[src/rtl/imem_port_arbiter_if.sv]
// Bus bundle between fetch/LSU requesters, the port arbiter and the memory array.
// slave = arbiter view, master = requester/memory-side view.
interface imem_port_arbiter_if #(
  parameter int ADDR_W = 12,
  parameter int DATA_W = 16
);
  logic              if_req;
  logic [ADDR_W-1:0] if_addr;
  logic              if_flush;
  logic              if_gnt;
  logic              if_rvalid;
  logic [DATA_W-1:0] if_rdata;

  logic              ls_req;
  logic              ls_we;
  logic [ADDR_W-1:0] ls_addr;
  logic [DATA_W-1:0] ls_wdata;
  logic              ls_gnt;
  logic              ls_rvalid;
  logic [DATA_W-1:0] ls_rdata;

  logic              mem_en;
  logic              mem_we;
  logic [ADDR_W-1:0] mem_addr;
  logic [DATA_W-1:0] mem_wdata;
  logic [DATA_W-1:0] mem_rdata;

  modport slave (
    input  if_req, if_addr, if_flush, ls_req, ls_we, ls_addr, ls_wdata, mem_rdata,
    output if_gnt, if_rvalid, if_rdata, ls_gnt, ls_rvalid, ls_rdata,
           mem_en, mem_we, mem_addr, mem_wdata
  );

  modport master (
    output if_req, if_addr, if_flush, ls_req, ls_we, ls_addr, ls_wdata, mem_rdata,
    input  if_gnt, if_rvalid, if_rdata, ls_gnt, ls_rvalid, ls_rdata,
           mem_en, mem_we, mem_addr, mem_wdata
  );
endinterface

[src/rtl/imem_port_arbiter.sv]
// Single-port memory arbiter: LS priority with a streak limit so fetch cannot starve,
// one access per cycle, 1-cycle read response routed back to the issuing requester.
module imem_port_arbiter #(
  parameter int ADDR_W        = 12,
  parameter int DATA_W        = 16,
  parameter int MAX_LS_STREAK = 3
) (
  input logic                 clk,
  input logic                 rst_n,
  imem_port_arbiter_if.slave  bus
);
  localparam int SW = $clog2(MAX_LS_STREAK + 1);
  localparam logic [SW-1:0] STREAK_MAX = SW'(MAX_LS_STREAK);

  typedef enum logic [1:0] {OWN_NONE = 2'd0, OWN_IF = 2'd1, OWN_LS = 2'd2} owner_e;

  typedef struct packed {
    logic              en;
    logic              we;
    logic [ADDR_W-1:0] addr;
    logic [DATA_W-1:0] wdata;
  } mem_req_t;

  owner_e        own_q, own_d;
  logic [SW-1:0] streak_q, streak_d;
  logic          if_req_eff, if_gnt, ls_gnt;
  mem_req_t      mreq;

  // Grants are gated by rst_n so nothing reaches the memory while reset is held.
  always_comb begin
    if_req_eff = bus.if_req & ~bus.if_flush;
    ls_gnt     = rst_n & bus.ls_req & (~if_req_eff | (streak_q < STREAK_MAX));
    if_gnt     = rst_n & if_req_eff & ~ls_gnt;
  end

  always_ff @(posedge clk or negedge rst_n) begin
    if (!rst_n) begin
      own_q    <= OWN_NONE;
      streak_q <= '0;
    end else begin
      own_q    <= own_d;
      streak_q <= streak_d;
    end
  end

  always_comb begin
    own_d = OWN_NONE;
    if (if_gnt)                 own_d = OWN_IF;
    else if (ls_gnt & ~bus.ls_we) own_d = OWN_LS;

    // Only LS wins taken against a waiting fetch count toward the streak.
    streak_d = '0;
    if (ls_gnt & if_req_eff)
      streak_d = (streak_q == STREAK_MAX) ? streak_q : streak_q + 1'b1;
  end

  always_comb begin
    mreq = '0;
    if (ls_gnt) begin
      mreq.en    = 1'b1;
      mreq.we    = bus.ls_we;
      mreq.addr  = bus.ls_addr;
      mreq.wdata = bus.ls_wdata;
    end else if (if_gnt) begin
      mreq.en    = 1'b1;
      mreq.addr  = bus.if_addr;
    end
  end

  assign bus.if_gnt    = if_gnt;
  assign bus.ls_gnt    = ls_gnt;
  assign bus.mem_en    = mreq.en;
  assign bus.mem_we    = mreq.we;
  assign bus.mem_addr  = mreq.addr;
  assign bus.mem_wdata = mreq.wdata;

  // A flush in the response cycle kills the fetch data already on its way back.
  assign bus.if_rvalid = (own_q == OWN_IF) & ~bus.if_flush;
  assign bus.ls_rvalid = (own_q == OWN_LS);
  assign bus.if_rdata  = bus.mem_rdata;
  assign bus.ls_rdata  = bus.mem_rdata;
endmodule
[src/flat_wrapper.sv]
// flat-port wrapper written by rule: the top's interface ports become plain ports
module imem_port_arbiter_flat 
#(
  parameter int ADDR_W        = 12,
  parameter int DATA_W        = 16,
  parameter int MAX_LS_STREAK = 3
)
  (clk, rst_n, bus_if_req, bus_if_addr, bus_if_flush, bus_ls_req, bus_ls_we, bus_ls_addr, bus_ls_wdata, bus_mem_rdata, bus_if_gnt, bus_if_rvalid, bus_if_rdata, bus_ls_gnt, bus_ls_rvalid, bus_ls_rdata, bus_mem_en, bus_mem_we, bus_mem_addr, bus_mem_wdata);
  imem_port_arbiter_if #(.ADDR_W(ADDR_W), .DATA_W(DATA_W)) bus_i ();
  input logic clk;
  input logic rst_n;
  input wire logic [$bits(bus_i.if_req)-1:0] bus_if_req;
  input wire logic [$bits(bus_i.if_addr)-1:0] bus_if_addr;
  input wire logic [$bits(bus_i.if_flush)-1:0] bus_if_flush;
  input wire logic [$bits(bus_i.ls_req)-1:0] bus_ls_req;
  input wire logic [$bits(bus_i.ls_we)-1:0] bus_ls_we;
  input wire logic [$bits(bus_i.ls_addr)-1:0] bus_ls_addr;
  input wire logic [$bits(bus_i.ls_wdata)-1:0] bus_ls_wdata;
  input wire logic [$bits(bus_i.mem_rdata)-1:0] bus_mem_rdata;
  output wire logic [$bits(bus_i.if_gnt)-1:0] bus_if_gnt;
  output wire logic [$bits(bus_i.if_rvalid)-1:0] bus_if_rvalid;
  output wire logic [$bits(bus_i.if_rdata)-1:0] bus_if_rdata;
  output wire logic [$bits(bus_i.ls_gnt)-1:0] bus_ls_gnt;
  output wire logic [$bits(bus_i.ls_rvalid)-1:0] bus_ls_rvalid;
  output wire logic [$bits(bus_i.ls_rdata)-1:0] bus_ls_rdata;
  output wire logic [$bits(bus_i.mem_en)-1:0] bus_mem_en;
  output wire logic [$bits(bus_i.mem_we)-1:0] bus_mem_we;
  output wire logic [$bits(bus_i.mem_addr)-1:0] bus_mem_addr;
  output wire logic [$bits(bus_i.mem_wdata)-1:0] bus_mem_wdata;
  assign bus_i.if_req = bus_if_req;
  assign bus_i.if_addr = bus_if_addr;
  assign bus_i.if_flush = bus_if_flush;
  assign bus_i.ls_req = bus_ls_req;
  assign bus_i.ls_we = bus_ls_we;
  assign bus_i.ls_addr = bus_ls_addr;
  assign bus_i.ls_wdata = bus_ls_wdata;
  assign bus_i.mem_rdata = bus_mem_rdata;
  assign bus_if_gnt = bus_i.if_gnt;
  assign bus_if_rvalid = bus_i.if_rvalid;
  assign bus_if_rdata = bus_i.if_rdata;
  assign bus_ls_gnt = bus_i.ls_gnt;
  assign bus_ls_rvalid = bus_i.ls_rvalid;
  assign bus_ls_rdata = bus_i.ls_rdata;
  assign bus_mem_en = bus_i.mem_en;
  assign bus_mem_we = bus_i.mem_we;
  assign bus_mem_addr = bus_i.mem_addr;
  assign bus_mem_wdata = bus_i.mem_wdata;
  imem_port_arbiter #(.ADDR_W(ADDR_W), .DATA_W(DATA_W), .MAX_LS_STREAK(MAX_LS_STREAK)) u_core (.clk(clk), .rst_n(rst_n), .bus(bus_i));
endmodule
[config.mk]
export PLATFORM = sky130hd
export DESIGN_NAME = imem_port_arbiter_flat
export DESIGN_NICKNAME = d
export VERILOG_FILES = /design/src/rtl/imem_port_arbiter_if.sv /design/src/rtl/imem_port_arbiter.sv /design/src/flat_wrapper.sv
export SDC_FILE = /design/constraint.sdc
export NUM_CORES = 1
export LEC_CHECK = 0
export CORE_UTILIZATION = 20
export DETAILED_ROUTE_END_ITERATION = 8
export PLACE_DENSITY = 0.81
export SLEW_MARGIN = 10
export SYNTH_ARGS = -nofsm -noshare
export SYNTH_HDL_FRONTEND = slang
export SYNTH_SLANG_ARGS = --single-unit
[constraint.sdc]
create_clock -name clk -period 1.95 [get_ports clk]
set_input_delay 0.2925 -clock clk [delete_from_list [all_inputs] [get_ports clk]]
set_output_delay 0.2925 -clock clk [all_outputs]
set_load 0.01 [all_outputs]
-- After elaboration in Yosys (flattened, before gate mapping)
Cells that the tools add are included.
- flip-flop bits (word level): 4
- input bits: 62
- output and inout port bits: 66
- logic and storage cells: 31
- add/subtract/negate cells: 1
- magnitude comparators: 1
- equality and inequality tests: 4
- muxes and demuxes: 10
- bitwise operators: 13
- operator list (cell ; number):
    2-to-1 mux 12 bit ; 2
    2-to-1 mux 16 bit ; 1
    bitwise AND 1 bit ; 8
    2-to-1 mux 2 bit ; 4
    == test 2 bit, second input constant ; 2
    NOT 1 bit ; 4
    2-to-1 mux 1 bit ; 3
    adder 2 x 1 -> 2 bit, second input constant ; 1
    == test 2 x 1 -> 1 bit, second input constant ; 1
    less-than comparator 2 bit, second input constant ; 1
    inequality test 2 bit, second input constant ; 1
    OR 1 bit ; 1

-- Longest topological paths before layout
- depth in word-level cells: 9
- mapped depth: 5
- gate-level depth less buffers: 4

-- Worst setup path after synthesis
OpenSTA, ideal clock, no wires.
- kind: register to output
- from: register u_core.streak_q[0]
- to: output bus_mem_addr[10]
- arrival: 1279 ps
- data required time: 1657 ps
- setup slack: 378 ps
- cell stages (with the launch flop): 6
- path buffers: 1
- cells stage by stage: dfrtp_1 -> ha_1 -> nand2b_1 -> and3_4 -> buf_6 -> a22o_1
- cells in the longest elaborated chain, start to end: 7
- ends and longest elaborated chain (item ; RTL line ; RTL):
    start: declaration ; imem_port_arbiter.sv:25 ; logic [SW-1:0] streak_q, streak_d;
    start signal: assignment ; imem_port_arbiter.sv:42 ; streak_q <= streak_d;
    less-than comparator 2 bit ; imem_port_arbiter.sv:32 ; ls_gnt = rst_n & bus.ls_req & (~if_req_eff | (streak_q < STREAK_MAX));
    OR 1 bit ; imem_port_arbiter.sv:32 ;
    bitwise AND 1 bit ; imem_port_arbiter.sv:32 ;
    NOT 1 bit ; imem_port_arbiter.sv:33 ; if_gnt = rst_n & if_req_eff & ~ls_gnt;
    bitwise AND 1 bit ; imem_port_arbiter.sv:33 ;
    named net bus_if_gnt ; flat_wrapper.sv:20 ; output wire logic [$bits(bus_i.if_gnt)-1:0] bus_if_gnt;
    2-to-1 mux 12 bit ; imem_port_arbiter.sv:64 ; end else if (if_gnt) begin
    2-to-1 mux 12 bit ; imem_port_arbiter.sv:59 ; if (ls_gnt) begin
    end: declaration ; flat_wrapper.sv:28 ; output wire logic [$bits(bus_i.mem_addr)-1:0] bus_mem_addr;
The timed path passes the listed nets, and every way through them passes these cells.

-- Final worst setup path
- from: register u_core.streak_q[0]
- to: output bus_mem_addr[9]
- cells in the longest elaborated chain, start to end: 7
- ends and longest elaborated chain (item ; RTL line):
    less-than comparator 2 bit (*) ; imem_port_arbiter.sv:32
    OR 1 bit (*) ; imem_port_arbiter.sv:32
    bitwise AND 1 bit (*) ; imem_port_arbiter.sv:32
    NOT 1 bit ; imem_port_arbiter.sv:33
    bitwise AND 1 bit ; imem_port_arbiter.sv:33
    2-to-1 mux 12 bit ; imem_port_arbiter.sv:64
    2-to-1 mux 12 bit (*) ; imem_port_arbiter.sv:59
Every way passes the cells marked *; elsewhere a longest branch is shown, timed or not.

==> impl_results.md <==
* Most numerous cell in the Yosys netlist: buf_4
* Row count at 20
* Total GRT Usage at 0.124
* CTS Sinks at 4
* Register bit count reported by yosys at 4
* Synth cell count leaders: buf_4 (33), and2_1 (17), a22o_1 (12)
* Register area at 100 um^2
* Clock Pin Slew Worst Setup and Hold Paths at 0.04 ns
* Placed Cells at 173
* Post-synth top area share at 0.365
* Fmax at 0.525 GHz
* Initial antenna violation count at 0
* Avg Inst Size Synth at 8.39 um^2
* Synth Flop Type: dfrtp_1
* Core area at 0.00313 mm^2
* Worst Tran Pin Value at 0.248 ns
* Grt ovf at 0
* Routed vias/inst at 4.14
* Max Cap Violations at 0
* Max Slew Vio Count at 0
* Setup violations, final at 0
* Worst R2R Path Depth at 7
* Synth Warn # at 0
* Seq/Total Area, Yosys at 0.147
* Critical path class: reg2out
* Unique masters post-synth at 17
* Fin area at 0.00136 mm^2
* Setup TNS Final at 0 ns
* Critical Path Slowest Stage Cell: dfrtp_1
* Htree depth at 1
* WHS at 0.0386 ns
* Number of I/O port buffers at 79
* Clk buf depth at 2
* Hpwl dp at 1700 um
* ANT nets after route at 0
* DRT Wirelength at 2310 um
* Final hold violation count at 0
* Startpoint types: flop
* Peak VDD IR at 0.0000884 V
* Final cell count without fillers at 185
* Total I/O pin count at 128
* Lkg Pwr at 0.677 nW
* Net Count, Synth at 144
* Avg WL per Cell at 12.5 um
* Relative max-transition margin at 0.833
* Chip Height at 60.3 um
* Vias in the first global route at 796
* Reg2reg setup slack at 0.53 ns
* Worst hold path type: in2async
* Outcome: finished, final reports clean
* Nets at 206
* Post-Synthesis Cells at 81
* DR vias at 765
* Clock root cell: clkbuf_4
* Final min period at 1.90 ns
* Post-synthesis async set-or-reset flop share at 1.00
* Placed inst area at 0.00129 mm^2
* Area taken by multi-input logic gates at 350 um^2
* Die Wd at 60.3 um
* Worst EP required at 1.66 ns
* Initial Util at 0.217
* Post-synth EDFFs at 0
* PnR worst setup slack at 0.0455 ns
* ANT cells at 0
* First-pass iteration count of the detailed router at 3
* Die Area at 0.00363 mm^2
* Area grow syn2layout at 101%
* Post-Syn Area at 679 um^2
* Critical Path Sink Type: output pin
* Routability cong. at 0.631
* Crit Path Max Fanout at 5
* Skew final at 0.000780 ns
* CTS tree: done
* Fillers at 328
* Proportion of layout cells with a drive suffix above 1 at 0.270
* Placement Setup Slack at -0.325 ns
* DRC Markers at 0
* Period utilization at 0.977
* Power Dens Cells at 295 mW/mm^2
* RSZ-0062 raised after global routing: true
* Yosys top cell by area: buf_4
* Synth area leaders: buf_4 (36%), and2_1 (16%), a22o_1 (15%), dfrtp_1 (15%), nor2b_4 (2.0%)
* Iteration-0 DRC Markers at 4
* Worst skew pair latency at 0.23 ns
* Worst path cell trace: ha_4 > nand2b_4 > and3_4 > buf_6 > a22o_1 > buf_2
* Global-route wire length before repair at 3250 um
* CTS Buf Count at 3
* Pin count of the biggest net entering global routing at 11
* Arrival @ worst endpoint at 1.61 ns
* Slowest stage delay, CP at 0.39 ns
## critical path: cells and delay by family, from the launching register on
kind	cells	cell delay, ns
buf+inv	2	0.26
flops	1	0.39
fa+ha+maj	1	0.18
simple gates	2	0.34
compound gates	1	0.21
## where the power goes
group / leakage, nW / internal, W / switching [W]
combinational: 0.608 / 0.000145 / 0.0000703
clock: 0.0138 / 0.0000687 / 0.0000310
sequential: 0.0549 / 0.0000854 / 0.00000114
## cell type report
type	instances	area share
Multi-Input combinational cell	42	0.257
Sequential cell	4	0.0735
Timing Repair Buffer	92	0.612
Clock buffer	3	0.0165
Tap cell	44	0.0404
## registers in the layout (all words and copies together), names as in the netlist
signal,count
u_core.own_q,2
u_core.streak_q,2
## logic make-up after synthesis
| kind of cell | Yosys count | share of synthesized area |
|---|---|---|
| flops | 4 | 0.147 |
| fa+ha+maj | 1 | 0.0184 |
| compound gates | 14 | 0.179 |
| buf+inv | 36 | 0.396 |
| simple gates | 26 | 0.260 |
## metrics by stage
stage	utilization	total power (W)
3_5_place_dp	0.414	0.000308
5_1_grt	0.436	0.000433
4_1_cts	0.435	0.000409
3_3_place_gp	0.414	0.000304
2_1_floorplan	-	0.000214
6_report	0.436	0.000402
## placed cells by master (no fill, tap or decap), drive strengths merged
| master | Yosys | layout |
|---|---|---|
| dfrtp | 4 | 4 |
| dlygate4sd2 | 0 | 14 |
| a21oi | 1 | 1 |
| clkbuf | 0 | 10 |
| nor3b | 1 | 1 |
| nand2b | 1 | 1 |
| and2 | 17 | 17 |
| nor2b | 3 | 3 |
| o21a | 1 | 1 |
| and3 | 2 | 3 |
| a22o | 12 | 12 |
| buf | 36 | 20 |
| dlymetal6s2s | 0 | 2 |
| ha | 1 | 1 |
| clkdlybuf4s50 | 0 | 43 |
| clkdlybuf4s15 | 0 | 6 |
| nand2 | 1 | 1 |
| nor4b | 1 | 1 |
## layer usage
| layer | part of all wire | up-vias | global-route usage |
|---|---|---|---|
| met4 | 0.019 | 0 | 0.0831 |
| li1 | - | 363 | - |
| met5 | 0 | - | 0 |
| met3 | 0.13 | 11 | 0.0628 |
| met2 | 0.54 | 54 | 0.228 |
| met1 | 0.32 | 337 | 0.102 |
## repair_timing
action	CTS	global route
endpoints found under the setup margin	32	29
setup buffers	7	0
cloned	1	1
gates resized for setup	70	21
pin swaps	5	4
hold buffers	0	0
## path summary, 6_finish.rpt
check                                          startpoint                             end
max in group asynchronous                           rst_n  u_core.streak_q[0]$_DFFE_PN0P_
hold / removal                                      rst_n       u_core.own_q[1]$_DFF_PN0_
hold reg to reg            u_core.streak_q[0]$_DFFE_PN0P_  u_core.streak_q[0]$_DFFE_PN0P_
setup / recovery           u_core.streak_q[0]$_DFFE_PN0P_                 bus_mem_addr[9]
min in group clk                               bus_ls_req  u_core.streak_q[0]$_DFFE_PN0P_
setup reg to reg           u_core.streak_q[0]$_DFFE_PN0P_  u_core.streak_q[1]$_DFFE_PN0P_
(Power assumes the default switching activity.)
